**src/rtl/aib_ch_bringup_seq.sv**
```systemverilog
// Link bring-up sequencer: walks enabled AIB channels in logical order, requests calibration
// on the mapped physical channel and records pass (done seen) or fail (timeout) per channel.
module aib_ch_bringup_seq #(
    parameter int NUM_CH    = 24,
    parameter int ROTATE    = 0,
    parameter int TIMEOUT_W = 16,
    parameter int SETTLE    = 4,
    localparam int CH_W     = $clog2(NUM_CH + 1)
) (
    input  logic                 i_clk,
    input  logic                 i_rst,
    input  logic                 i_start,
    input  logic [NUM_CH-1:0]    i_ch_enable,
    input  logic [TIMEOUT_W-1:0] i_timeout,
    input  logic [NUM_CH-1:0]    i_ch_done,
    output logic [NUM_CH-1:0]    o_ch_req,
    output logic [NUM_CH-1:0]    o_ch_pass,
    output logic [NUM_CH-1:0]    o_ch_fail,
    output logic [CH_W-1:0]      o_cur_ch,
    output logic                 o_busy,
    output logic                 o_done,
    output logic [2:0]           o_state
);

    localparam int SW = (SETTLE > 1) ? $clog2(SETTLE) : 1;

    typedef enum logic [2:0] {
        S_IDLE    = 3'd0,
        S_SELECT  = 3'd1,
        S_REQ     = 3'd2,
        S_RELEASE = 3'd3,
        S_FINISH  = 3'd4
    } state_t;

    state_t                state, state_next;
    logic [CH_W-1:0]       idx, idx_next;
    logic [TIMEOUT_W-1:0]  timer, timer_next;
    logic [SW-1:0]         settle, settle_next;
    logic [NUM_CH-1:0]     pass, pass_next;
    logic [NUM_CH-1:0]     fail, fail_next;
    logic [CH_W-1:0]       phys;

    // Request/done live in the physical channel space; status stays logical.
    assign phys = (ROTATE != 0) ? (CH_W'(NUM_CH - 1) - idx) : idx;

    always_ff @(posedge i_clk or posedge i_rst) begin
        if (i_rst) begin
            state  <= S_IDLE;
            idx    <= '0;
            timer  <= '0;
            settle <= '0;
            pass   <= '0;
            fail   <= '0;
        end else begin
            state  <= state_next;
            idx    <= idx_next;
            timer  <= timer_next;
            settle <= settle_next;
            pass   <= pass_next;
            fail   <= fail_next;
        end
    end

    always_comb begin
        state_next  = state;
        idx_next    = idx;
        timer_next  = timer;
        settle_next = settle;
        pass_next   = pass;
        fail_next   = fail;
        case (state)
            S_IDLE: begin
                if (i_start) begin
                    pass_next  = '0;
                    fail_next  = '0;
                    idx_next   = '0;
                    state_next = S_SELECT;
                end
            end
            S_SELECT: begin
                if (idx == CH_W'(NUM_CH)) begin
                    state_next = S_FINISH;
                end else if (!i_ch_enable[idx]) begin
                    idx_next = idx + CH_W'(1);
                end else begin
                    timer_next = i_timeout;
                    state_next = S_REQ;
                end
            end
            S_REQ: begin
                // Done wins over a timeout expiring in the same cycle.
                if (i_ch_done[phys]) begin
                    pass_next[idx] = 1'b1;
                    settle_next    = '0;
                    state_next     = S_RELEASE;
                end else if (timer == '0) begin
                    fail_next[idx] = 1'b1;
                    settle_next    = '0;
                    state_next     = S_RELEASE;
                end else begin
                    timer_next = timer - TIMEOUT_W'(1);
                end
            end
            S_RELEASE: begin
                if (settle == SW'(SETTLE - 1)) begin
                    idx_next   = idx + CH_W'(1);
                    state_next = S_SELECT;
                end else begin
                    settle_next = settle + SW'(1);
                end
            end
            S_FINISH: begin
                state_next = S_IDLE;
            end
            default: begin
                state_next = S_IDLE;
            end
        endcase
    end

    always_comb begin
        o_ch_req = '0;
        if (state == S_REQ) begin
            o_ch_req[phys] = 1'b1;
        end
    end

    assign o_ch_pass = pass;
    assign o_ch_fail = fail;
    assign o_cur_ch  = idx;
    assign o_busy    = (state != S_IDLE);
    assign o_done    = (state == S_FINISH);
    assign o_state   = state;

endmodule

```
**config.mk**
```make
export PLATFORM = sky130hd
export DESIGN_NAME = aib_ch_bringup_seq
export DESIGN_NICKNAME = d
export VERILOG_FILES = /design/src/rtl/aib_ch_bringup_seq.sv
export SDC_FILE = /design/constraint.sdc
export NUM_CORES = 1
export LEC_CHECK = 0
export ABC_AREA = 1
export BUFFER_PORTS_ARGS = -buffer_cell sky130_fd_sc_hd__clkbuf_2
export CAP_MARGIN = 40
export CORE_UTILIZATION = 48
export CTS_BUF_LIST = sky130_fd_sc_hd__clkbuf_4
export DETAILED_ROUTE_END_ITERATION = 10
export GPL_TIMING_DRIVEN = 0
export PLACE_DENSITY = 0.76
export SLEW_MARGIN = 20
export SYNTH_ARGS = -nofsm -noshare
export SYNTH_HDL_FRONTEND = slang
export SYNTH_SLANG_ARGS = --single-unit
```
**constraint.sdc**
```tcl
create_clock -name i_clk -period 6.8 [get_ports i_clk]
set_clock_uncertainty 0.15 [all_clocks]
set_input_delay 1.36 -clock i_clk [delete_from_list [all_inputs] [get_ports i_clk]]
set_output_delay 1.36 -clock i_clk [all_outputs]
set_load 0.02 [all_outputs]
```
==> flow_metrics.tcl <==
set metrics [dict create \
    wl_per_cell_um 13.1 \
    synth_cell_types 34 \
    synthFlopType "dfrtp_1" \
    place_congestion 0.916 \
    hold_class "reg -> reg" \
    first_global_vias 4771 \
    synthAdderAreaFrac_pct 1.55 \
    cts_num_sinks 74 \
    power_density_nw_per_um2 396 \
    clock_latency_ns 0.45 \
    grtUsageTotal_pct 27.3 \
    dr.first_iter.drc_count 264 \
    cp_slowest_stage_delay_ns 0.52 \
    grt_max_degree 59 \
    synth_edf_count 0 \
    dpl.hpwl_um 9990 \
    synth_area_um2 4860 \
    final_nets 952 \
    num_io_pins 149 \
    rsz0062_at_grt "no" \
    cts_buffer_depth 2 \
    setup_viol 0 \
    synth-xor-area-share_pct 1.26 \
    antenna_left 0 \
    netlist.area_leader.share_pct 38.1 \
    hold_violations 0 \
    postCtsSetupBuffers 0 \
    vias 5034 \
    dpl_cell_area_um2 5800 \
    drive_gt1_share_pct 26.1 \
    fin_setup_tns_ns 0 \
    areaGrowthSynthToFinish_pct 22.7 \
    synth_top_family_by_area "simple AND/OR/NAND/NOR gates" \
    antenna_found_initial 0 \
    die_h_um 103 \
    dp_cells 1001 \
    grt_pass1_wl_um 22400 \
    syn_avg_cell_area_um2 6.76 \
    synth_commonest_cells "270 x nand2_1, 82 x nor2_1, 74 x dfrtp_1, 74 x inv_1, 68 x nand3_1" \
    cts_max_level 3 \
    synth-seq-cells 74 \
    viasPerCell 4.95 \
    post-route-period-util_pct 57.4 \
    path_buf_inv 5 \
    ctsHoldBuffers 0 \
    synthesis.nets 792 \
    worstPathArrival_ns 2.39 \
    cts-resized-gates 0 \
    drt-total-wl_um 13300 \
    clkSlewWorstSetupHoldPaths_ns 0.13 \
    die-area_um2 10500 \
    synth_compound_area_share_pct 7.70 \
    fmax_ghz 0.256 \
    synthCells 719 \
    synth_mux_area_share_pct 0 \
    drv_cap 0 \
    root_buffer "clkbuf_4" \
    fp.dieW_um 103 \
    end_kind "output port" \
    grt_overflow 0 \
    cts_tree "built" \
    final_max_slew_viol_count 0 \
    drc 0 \
    cp_slowest_cell "dfrtp_1" \
    yosysMostFrequentCell "nand2_1" \
    required_ns 5.29 \
    slew_headroom_pct 67.3 \
    stdcell_area_um2 5960 \
    io_buffers 148 \
    p_leak_uw 0.00347 \
    num_rows 36 \
    path_class "reg -> out" \
    start_util_pct 49.7 \
    critPathLaunchType "register" \
    ys_seq_area_share_pct 38.1 \
    critPathTopFamily "buffers and inverters" \
    worstMarginPinSlew_ns 0.491 \
    outcome "finished, final reports clean" \
    async_reset_ff_share_pct 100 \
    num_antenna_cells 0 \
    first_pass_iters 5 \
    numCtsBuffers 9 \
    min_period_ns 3.90 \
    ys_top_cells_by_area "dfrtp_1 38%, nand2_1 21%, nand3_1 7.0%" \
    ys_warn_count 0 \
    synth-simple-area-share_pct 40.8 \
    fp.coreArea_um2 9770 \
    cp_max_fo 11 \
    peakVddDrop_mv 0.187 \
    finalNonFillerCells 1017 \
    yosys.area.top_type "dfrtp_1" \
    path_cells "inv_2, buf_2, ha_1, inv_1, nor2_1, inv_1, nor2_1, clkbuf_2" \
]
## cell families after synthesis
group           after synthesis
compound gates               59
xor+xnor                      7
fa+ha+maj                     6
buf+inv                     109
flops                        74
simple gates                464
## cell type report
cell class / instances / area (µm²)
fillers: 940 / 3810
well taps: 133 / 166
clock inverters: 7 / 100
multi-input cells: 536 / 2490
clock buffers: 9 / 67.6
flip-flops and latches: 74 / 1850
repair buffers: 149 / 768
plain buffers: 29 / 213
inverters: 80 / 305
## routing by layer
layer	GRT usage, %	share of wire (%)
met5	0	0
met4	8.35	1.5
met3	6.17	6.4
met2	44.5	47
met1	36.1	45
## stage by stage
step	util, %	hold WS, ns	total power (µW)	worst slack, ns
after global routing	61.0	0.376	2570	2.70
after global placement	59.0	0.312	2010	2.49
final	61.0	0.346	2360	2.90
after detailed placement	59.3	0.316	2030	3.44
after floorplan	-	0.307	1670	3.41
after CTS	61.0	0.348	2360	2.93
## layout by cell type, fill, tap and decap left out, types with 3 or more instances in the layout
cell,Yosys,routed
nand2_1,270,270
clkbuf_2,0,148
nor2_1,82,82
dfrtp_1,74,74
inv_1,74,73
nand3_1,68,68
o21ai_0,33,33
nand4_1,20,20
o21ai_2,16,16
buf_6,10,10
clkbuf_4,0,9
buf_2,8,8
ha_1,6,6
buf_4,5,5
inv_2,5,5
a21oi_1,5,5
xor2_1,5,5
nand2_4,4,4
clkbuf_1,4,4
or2_2,4,4
nand2_2,4,4
nor2_2,3,3
clkinvlp_4,0,3
## registers in the layout, indices dropped and copies added, names as in the netlist
register	count
timer	16
o_cur_ch	5
o_state	3
o_ch_fail	24
o_ch_pass	24
settle	2
## tightest hold or removal path: stages, from the launching register on
cell	delay (ns)
dfrtp_1	0.37
nand2_1	0.05
nand2_1	0.05
## worst paths after layout
check | end | cells after the start | start | slack, ns
worst max-delay path | o_ch_req[16] | 8 | o_cur_ch[1] | 2.90
max in group asynchronous | o_ch_pass[13] | 3 | i_rst | 5.28
worst max register to register | timer[9] | 11 | o_cur_ch[1] | 4.34
worst min-delay path | o_ch_fail[17] | 2 | o_ch_fail[17] | 0.35
min in group asynchronous | timer[1] | 2 | i_rst | 0.66
worst min register to register | o_ch_fail[17] | 2 | o_ch_fail[17] | 0.35
## report_power, final
group          leakage (µW)  switching (µW)  internal (µW)
clock network     0.0000792             179            151
registers          0.000999             107            538
logic               0.00239             927            459
Power figures use the tool's default switching activity.
